==> src/rtl/conv_window_feeder.sv <==
`default_nettype none
// ============================================================================
// Module      : conv_window_feeder
// Description : Walks an IMG_H x IMG_W image held in a 3-port synchronous-read
//               pixel memory, fetching one 3-pixel column per cycle (rows r,
//               r+1, r+2) and pushing it into the downstream 3x3 line buffer.
//               Flags the cycles in which the line buffer holds a complete
//               3x3 window and reports its top-left coordinate.
// Ports       : clk, rst (async, active-high)
//               start        - begin a frame (sampled in IDLE only)
//               stall        - back-pressure, blocks issue of new columns
//               mem_rd_en    - read strobe shared by the three memory ports
//               mem_addr_rN  - row-major addresses for rows r, r+1, r+2
//               mem_data_rN  - read data, valid the cycle after mem_rd_en
//               wr_en/shift  - line buffer push strobes (always equal)
//               data_out_rN  - pixels to line buffer data_in_r1..r3
//               window_valid - line buffer holds a complete window
//               win_row/col  - top row / left column of that window
//               busy         - frame in progress
//               done         - one-cycle end-of-frame pulse
// Revision    : 1.0 - initial release
// ============================================================================
module conv_window_feeder #(
    parameter int BIT_DEPTH = 8,
    parameter int IMG_W     = 8,
    parameter int IMG_H     = 8,
    parameter int ADDR_W    = 6
) (
    input  logic                       clk,
    input  logic                       rst,
    input  logic                       start,
    input  logic                       stall,
    output logic                       mem_rd_en,
    output logic [ADDR_W-1:0]          mem_addr_r1,
    output logic [ADDR_W-1:0]          mem_addr_r2,
    output logic [ADDR_W-1:0]          mem_addr_r3,
    input  logic [BIT_DEPTH-1:0]       mem_data_r1,
    input  logic [BIT_DEPTH-1:0]       mem_data_r2,
    input  logic [BIT_DEPTH-1:0]       mem_data_r3,
    output logic                       wr_en,
    output logic                       shift,
    output logic [BIT_DEPTH-1:0]       data_out_r1,
    output logic [BIT_DEPTH-1:0]       data_out_r2,
    output logic [BIT_DEPTH-1:0]       data_out_r3,
    output logic                       window_valid,
    output logic [$clog2(IMG_H)-1:0]   win_row,
    output logic [$clog2(IMG_W)-1:0]   win_col,
    output logic                       busy,
    output logic                       done
);

    localparam int c_ROW_W = $clog2(IMG_H);
    localparam int c_COL_W = $clog2(IMG_W);
    localparam logic [c_ROW_W-1:0] c_LAST_ROW   = c_ROW_W'(IMG_H - 3);
    localparam logic [c_COL_W-1:0] c_LAST_COL   = c_COL_W'(IMG_W - 1);
    localparam logic [c_COL_W-1:0] c_TWO        = c_COL_W'(2);
    localparam logic [ADDR_W-1:0]  c_ROW_STRIDE = ADDR_W'(IMG_W);

    typedef enum logic [1:0] {
        ST_IDLE  = 2'd0,
        ST_FETCH = 2'd1,
        ST_DRAIN = 2'd2,
        ST_DONE  = 2'd3
    } state_t;

    state_t                 r_state;
    logic [c_ROW_W-1:0]     r_row;
    logic [c_COL_W-1:0]     r_col;
    logic [ADDR_W-1:0]      r_base;      // r_row * IMG_W, kept incrementally

    // Stage 1: read outstanding at the memory
    logic                   r_v1;
    logic [c_ROW_W-1:0]     r_row1;
    logic [c_COL_W-1:0]     r_col1;
    // Stage 2: column registered, being pushed into the line buffer
    logic                   r_wr_en;
    logic [c_ROW_W-1:0]     r_row2;
    logic [c_COL_W-1:0]     r_col2;
    logic [BIT_DEPTH-1:0]   r_d1;
    logic [BIT_DEPTH-1:0]   r_d2;
    logic [BIT_DEPTH-1:0]   r_d3;
    // Stage 3: window report
    logic                   r_win_valid;
    logic [c_ROW_W-1:0]     r_win_row;
    logic [c_COL_W-1:0]     r_win_col;
    logic                   r_busy;
    logic                   r_done;

    logic                   w_issue;
    logic [ADDR_W-1:0]      w_addr1;
    logic [ADDR_W-1:0]      w_addr2;
    logic [ADDR_W-1:0]      w_addr3;

    assign w_issue = (r_state == ST_FETCH) && !stall;
    assign w_addr1 = r_base + ADDR_W'(r_col);
    assign w_addr2 = w_addr1 + c_ROW_STRIDE;
    assign w_addr3 = w_addr2 + c_ROW_STRIDE;

    // Addresses are forced to zero when no read is issued so idle outputs are quiet.
    assign mem_rd_en    = w_issue;
    assign mem_addr_r1  = w_issue ? w_addr1 : '0;
    assign mem_addr_r2  = w_issue ? w_addr2 : '0;
    assign mem_addr_r3  = w_issue ? w_addr3 : '0;

    assign wr_en        = r_wr_en;
    assign shift        = r_wr_en;
    assign data_out_r1  = r_d1;
    assign data_out_r2  = r_d2;
    assign data_out_r3  = r_d3;
    assign window_valid = r_win_valid;
    assign win_row      = r_win_row;
    assign win_col      = r_win_col;
    assign busy         = r_busy;
    assign done         = r_done;

    always_ff @(posedge clk or posedge rst) begin
        if (rst) begin
            r_state     <= ST_IDLE;
            r_row       <= '0;
            r_col       <= '0;
            r_base      <= '0;
            r_v1        <= 1'b0;
            r_row1      <= '0;
            r_col1      <= '0;
            r_wr_en     <= 1'b0;
            r_row2      <= '0;
            r_col2      <= '0;
            r_d1        <= '0;
            r_d2        <= '0;
            r_d3        <= '0;
            r_win_valid <= 1'b0;
            r_win_row   <= '0;
            r_win_col   <= '0;
            r_busy      <= 1'b0;
            r_done      <= 1'b0;
        end else begin
            // Fetch pipeline: issue -> memory -> registered push -> window flag.
            // It runs independently of stall so an issued column always lands.
            r_v1 <= w_issue;
            if (w_issue) begin
                r_row1 <= r_row;
                r_col1 <= r_col;
            end

            r_wr_en <= r_v1;
            if (r_v1) begin
                r_d1   <= mem_data_r1;
                r_d2   <= mem_data_r2;
                r_d3   <= mem_data_r3;
                r_row2 <= r_row1;
                r_col2 <= r_col1;
            end

            // Column index restarts per band, so the first two pushes of a
            // band (which sit beside stale columns) never raise a window.
            r_win_valid <= r_wr_en && (r_col2 >= c_TWO);
            if (r_wr_en && (r_col2 >= c_TWO)) begin
                r_win_row <= r_row2;
                r_win_col <= r_col2 - c_TWO;
            end

            r_done <= 1'b0;
            case (r_state)
                ST_IDLE: begin
                    if (start) begin
                        r_state <= ST_FETCH;
                        r_busy  <= 1'b1;
                        r_row   <= '0;
                        r_col   <= '0;
                        r_base  <= '0;
                    end
                end
                ST_FETCH: begin
                    if (w_issue) begin
                        if (r_col == c_LAST_COL) begin
                            r_col <= '0;
                            if (r_row == c_LAST_ROW) begin
                                r_state <= ST_DRAIN;
                            end else begin
                                r_row  <= r_row + 1'b1;
                                r_base <= r_base + c_ROW_STRIDE;
                            end
                        end else begin
                            r_col <= r_col + 1'b1;
                        end
                    end
                end
                ST_DRAIN: begin
                    // Once the last read has left stage 1, the final push is
                    // in stage 2 and its window flag lands together with done.
                    if (!r_v1) begin
                        r_state <= ST_DONE;
                        r_done  <= 1'b1;
                    end
                end
                ST_DONE: begin
                    r_state <= ST_IDLE;
                    r_busy  <= 1'b0;
                end
                default: begin
                    r_state <= ST_IDLE;
                end
            endcase
        end
    end

endmodule
`default_nettype wire
==> config.mk <==
export PLATFORM = sky130hd
export DESIGN_NAME = conv_window_feeder
export DESIGN_NICKNAME = d
export VERILOG_FILES = /design/src/rtl/conv_window_feeder.sv
export SDC_FILE = /design/constraint.sdc
export NUM_CORES = 1
export LEC_CHECK = 0
export ABC_AREA = 0
export CORE_ASPECT_RATIO = 1.5
export CORE_MARGIN = 10
export CORE_UTILIZATION = 42
export DETAILED_ROUTE_END_ITERATION = 12
export PLACE_DENSITY = 0.88
export RECOVER_POWER = 50
export SLEW_MARGIN = 20
export SYNTH_ARGS = -nofsm -noshare
export SYNTH_HDL_FRONTEND = slang
export SYNTH_SLANG_ARGS = --single-unit
==> constraint.sdc <==
create_clock -name clk -period 1.8 [get_ports clk]
set_input_delay 0.18 -clock clk [delete_from_list [all_inputs] [get_ports clk]]
set_output_delay 0.18 -clock clk [all_outputs]
set_load 0.005 [all_outputs]
After elaboration in Yosys (flattened, before gate mapping)
Index checks and enable logic that the tools add are counted.
{"block": "word_totals", "regBits": 61, "input_bits": 28, "out_inout_bits": 54, "word_cells": 73}
{"block": "classes", "n_addsub": 7, "n_lt_le_gt_ge": 1, "n_eq_ne": 11, "mux": 26, "reduce_logical": 10}
{"cell": "2-to-1 mux 6 bit", "n": 7}
{"cell": "adder 6 x 4 -> 6 bit (second input constant)", "n": 3}
{"cell": "2-to-1 mux 3 bit", "n": 6}
{"cell": "case mux 3 bit (2 select lines)", "n": 2}
{"cell": "case mux 6 bit (2 select lines)", "n": 1}
{"cell": "2-to-1 mux 2 bit", "n": 5}
{"cell": "AND reduction 5 bit", "n": 2}
{"cell": "!= test 2 bit (second input constant)", "n": 4}
{"cell": "case mux 2 bit (4 select lines)", "n": 1}
{"cell": "adder 3 x 1 -> 3 bit (second input constant)", "n": 2}
{"cell": "adder 6 x 3 -> 6 bit", "n": 1}
{"cell": "== test 3 bit (second input constant)", "n": 2}
{"cell": "== test 2 bit (second input constant)", "n": 2}
{"cell": "!= test 2 x 1 -> 1 bit (second input constant)", "n": 2}
{"cell": "nonzero test 2 bit", "n": 2}
{"cell": "greater-or-equal comparator 3 x 2 -> 1 bit (second input constant)", "n": 1}
{"cell": "2-to-1 mux 1 bit", "n": 3}
{"cell": "AND reduction 3 bit", "n": 1}
{"cell": "subtractor 3 x 2 -> 3 bit (second input constant)", "n": 1}
{"cell": "== test 2 x 1 -> 1 bit (second input constant)", "n": 1}
{"cell": "logical AND 1 bit", "n": 2}
{"cell": "logical NOT 2 bit", "n": 1}
{"cell": "case mux 1 bit (2 select lines)", "n": 1}
{"cell": "AND reduction 2 bit", "n": 1}
{"cell": "logical NOT 1 bit", "n": 1}

Depth between registers and ports, before layout
Gate-level depths: netlist of the first run.
{"block": "logic_depth", "ltp_word": 5, "depth_mapped": 8, "depth_no_buf": 6}

Worst setup path before layout of the first run
OpenSTA, ideal clock, no wires.
{"block": "synth_path", "path_kind": "register to register", "startpoint": "reg r_col[0]", "endpoint": "reg r_state[1]", "setup_ns": 0.127, "arrival_ns": 1.547, "t_required_ns": 1.673, "slack_ns": 0.126, "path_stages_with_launch": 7, "path_buffers": 0, "period_less_slack_ns": 1.674, "cell_sequence": "dfrtp_1 ha_1 ha_1 nor2b_4 nand3_2 a222oi_1 mux2_1"}
{"block": "synth_via", "elab_chain_cells": 3}
{"item": "start: declaration", "line_no": "68", "text": "logic [c_COL_W-1:0] r_col;"}
{"item": "start signal: assignment", "line_no": "184", "text": "r_col <= r_col + 1'b1;"}
{"item": "== test 3 bit", "line_no": "175", "text": "if (r_col == c_LAST_COL) begin"}
{"item": "!= test 2 x 1 -> 1 bit (no line)"}
{"item": "AND reduction 5 bit (no line)"}
{"item": "end signal: assignment", "line_no": "178", "text": "r_state <= ST_DRAIN;"}
{"item": "end signal: assignment", "line_no": "192", "text": "r_state <= ST_DONE;"}
{"item": "end signal: assignment", "line_no": "197", "text": "r_state <= ST_IDLE;"}
{"item": "end: declaration", "line_no": "66", "text": "state_t r_state;"}
No other way between the ends.
A chain may end at the register's enable or synchronous reset.

Worst setup path in the final report of the first run
{"block": "layout_path", "startpoint": "reg r_state[1]", "endpoint": "out mem_addr_r2[5]"}
{"block": "layout_via", "elab_chain_cells": 3}
{"item": "start signal: assignment", "line_no": "118", "text": "r_state <= ST_IDLE;"}
{"item": "start signal: assignment", "line_no": "166", "text": "r_state <= ST_FETCH;"}
{"item": "start signal: assignment", "line_no": "178"}
{"item": "== test 2 x 1 -> 1 bit", "line_no": "94", "text": "assign w_issue = (r_state == ST_FETCH) && !stall;"}
{"item": "logical AND 1 bit", "line_no": "94"}
{"item": "2-to-1 mux 6 bit", "line_no": "102", "text": "assign mem_addr_r2 = w_issue ? w_addr2 : '0;"}
{"item": "end: declaration", "line_no": "35", "text": "output logic [ADDR_W-1:0] mem_addr_r2,"}
No other way between the ends.

==> impl_metrics.toml, run 1 <==
[outcome]
run_status = "finished clean"

[power]
pwr-share-seq_pct = 36.1
p_sw_share_pct = 29.9
finalPower_w = 0.00580
switching_power_w = 0.00173
vdd_drop_max_mv = 0.809
clockPowerShare_pct = 21.6
comb_power_share_pct = 42.3
cellInternalPower_w = 0.00406
leakage_nw = 1.78
power.density_nw_per_um2 = 1520

[synth]
synth.avg_cell_area_sq_um = 12.3
yosys_warnings = 0
synth_cell_type_count = 36
synth_cells = 209
syn_nets = 249
ys_async_sr_fraction_pct = 100
synth-seq-cells = 58
synth_enable_flop_cells = 0
seq_area_frac_synth_pct = 56.4
netlist_area_sq_um = 2570
ys.flop_type = "dfrtp_1"

[die]
dieArea_sq_um = 9720
fp.dieW_um = 83.9
coreArea_sq_um = 5870
start_util_pct = 43.8
io_pins = 82
die_h_um = 116
rows = 34

[clock_network]
htreeDepth = 3
clock_latency_ps = 330
hold_buffers = 0
clk_pin_slew_ps = 70
cts-root-buf = "clkbuf_8"
numCtsBuffers = 9
cts_tree = "yes"
cts_buffer_depth = 2
clock_sinks = 58

[placed_design]
port_buffers = 81
gp_congestion = 0.815
hpwl_um = 4470
placed_cell_area_sq_um = 3470
preCtsSetupSlack_ps = -43.3

[drt]
ant_nets = 0
route.detailed.drc = 0
vias = 1899
routedWlPerCell_um = 16.5
postRouteWirelength_um = 6300
drt_iter0_markers = 96
dr.pass1.iters = 4
avgViaCountPerCell = 4.98

[critical_path]
required_ps = 1620
cp_slowest_stage_delay_ps = 370
worstSetupPathType = "register to output pin"
end_kind = "output pin"
cp.arrival_ps = 1620
crit_buf_inv = 3
cp_max_fo = 15
crit_path_start_kind = "register"
path_delay_family = "buffers and inverters"
crit_path_top_delay_cell = "dfrtp_1"
crit_chain = "inv_1 -> ha_4 -> nand2b_4 -> buf_6 -> nor2_1 -> dlygate4sd2_1"

[global_routing]
grt_pass1_wl_um = 10300
grt_pass1_vias = 2061
grt_overflow_total = 0
grt_use_total_pct = 13.1
antenna_found_initial = 0
grt_max_degree = 41

[layout]
diodes = 0
multi_input_area_sq_um = 1080
fillers = 479
seq_area_sq_um = 1450
nets = 344
area_growth_pct = 47.9
finish.utilization_pct = 64.8
finalInstanceArea_sq_um = 3800
drive_gt1_share_pct = 34.0

[sta]
tightest_slew_ps = 822
clock_skew_ps = 5.44
finalWorstSetupSlack_ps = 2.01
fin_setup_tns_ps = 0
hold_viol = 0
fin_crit_sh_pct = 99.9
drv_slew = 0
fin_crit_ps = 1800
rsz0062_at_grt = "true"
max-slew-margin-rel_pct = 45.2
fmax_ghz = 0.556
finalSetupViolations = 0

[worst_hold_path]
holdCritPathClass = "primary input to asynchronous set/reset pin"

[job]
max_cap_viol_count = 0
registers in the layout (all words and copies together) (netlist names), 2 cells and up:
signal,flops
win_row,3
r_row,3
win_col,3
r_col1,3
r_base,3
r_col,3
data_out_r1,8
r_row1,3
data_out_r3,8
r_col2,3
r_row2,3
data_out_r2,8
r_state,2
metrics by stage:
step | hold slack [ps] | instances
after detailed placement | 460 | 357
final | 386 | 381
after global routing | 446 | 381
after CTS | 159 | 379
after floorplan | 327 | 209
after global placement | 451 | 357
synthesized netlist by cell type, types with 2 or more instances:
cell type   n  area (sq um)
ha_1       12           150
a21o_1      3          22.5
nand2_1    16          60.1
buf_2       2          10.0
xnor2_1     2          17.5
o22ai_1     2          12.5
dfrtp_1    58          1450
buf_4       9          67.6
a21oi_1     4          20.0
nand2b_1    2          12.5
nor2_1     11          41.3
and2_1      5          31.3
mux2_2     33           372
nand3_1     2          10.0
o21ai_0     9          45.0
mux2i_1     2          20.0
inv_1      14          52.6
clkbuf_1    5          18.8
worst register-to-register path: stages, from the launching register on:
cell and delay (ps):
dfrtp_1 380, ha_2 200, ha_4 130, nor2b_4 140, nand3_2 90, a222oi_1 340
mux2_1 360
worst paths after layout:
| check | depth (start not counted) | slack, ps | start | end |
|---|---|---|---|---|
| setup / recovery | 6 | 2 | r_state[1]$_DFFE_PP0P_ | mem_addr_r2[5] |
| hold / removal | 2 | 390 | rst | data_out_r2[3]$_DFFE_PP0P_ |
| setup reg to reg | 6 | 40 | r_col[0]$_DFFE_PP0P_ | r_state[1]$_DFFE_PP0P_ |
| hold reg to reg | 1 | 460 | r_col2[1]$_DFFE_PP0P_ | win_col[1]$_DFFE_PP0P_ |
| max in group asynchronous | 3 | 360 | rst | r_row1[1]$_DFFE_PP0P_ |
| min in group clk | 2 | 460 | mem_data_r1[4] | data_out_r1[4]$_DFFE_PP0P_ |
final cells by class:
cell class                      count  area share, %
Tap cell                           72           2.37
Sequential cell                    58           38.2
Clock inverter                      4           1.28
Multi-Input combinational cell    118           28.5
Timing Repair Buffer              102           23.9
Inverter                           15           1.48
Clock buffer                       12           4.34
timing repair:
| item | CTS | global route |
|---|---|---|
| endpoints found under the setup margin | 19 | 21 |
| gates resized for setup | 39 | 39 |
| pin swaps | 1 | 3 |
| buffers inserted | 6 | 2 |
| hold endpoints to repair | 0 | 0 |
routing by layer:
metal	global-route usage (%)	share of wire [%]	wire length, um	vias up
met5	0	0	0	-
met4	7.05	3.0	190	0
met3	4.71	5.8	367	17
met2	24.4	57	3590	61
met1	12.2	34	2160	932
li1	-	-	-	889
layout by cell type (no fill, tap or decap), drive strengths merged, types with 4 or more instances in the layout:
master	count
clkdlybuf4s50	61
dfrtp	58
mux2	34
clkbuf	26
buf	20
nand2	16
inv	15
ha	12
nor2	11
o21ai	9
and2	5
clkdlybuf4s15	4
a21oi	4
power groups by stage:
stage | Sequential, W | Clock [W] | Combinational, W
4_1_cts | 0.00210 | 0.00128 | 0.00239
6_report | 0.00209 | 0.00125 | 0.00245
5_1_grt | 0.00217 | 0.00134 | 0.00268
2_1_floorplan | 0.00211 | 0 | 0.00102
3_3_place_gp | 0.00207 | 0 | 0.00219
3_5_place_dp | 0.00212 | 0 | 0.00227
logic make-up (layout without fill, tap and decap cells):
kind of cell | Yosys count | count (layout) | synth area share, %
compound gates | 25 | 25 | 6.18
mux | 37 | 37 | 16.2
buf+inv | 33 | 133 | 6.57
xor+xnor | 2 | 2 | 0.681
flops | 58 | 58 | 56.4
simple gates | 42 | 42 | 8.12
fa+ha+maj | 12 | 12 | 5.84
No activity file was read; power rests on OpenSTA's default activity.
==> run 2: changes to the inputs <==
--- a/config.mk
+++ b/config.mk
@@ -9,6 +9,7 @@
 export CORE_ASPECT_RATIO = 1.5
 export CORE_MARGIN = 10
 export CORE_UTILIZATION = 42
+export CTS_CLUSTER_DIAMETER = 120
 export DETAILED_ROUTE_END_ITERATION = 12
 export PLACE_DENSITY = 0.88
 export RECOVER_POWER = 50
==> results of run 2 <==
The final DEF is identical to that of run 1; final timing and power are the same.
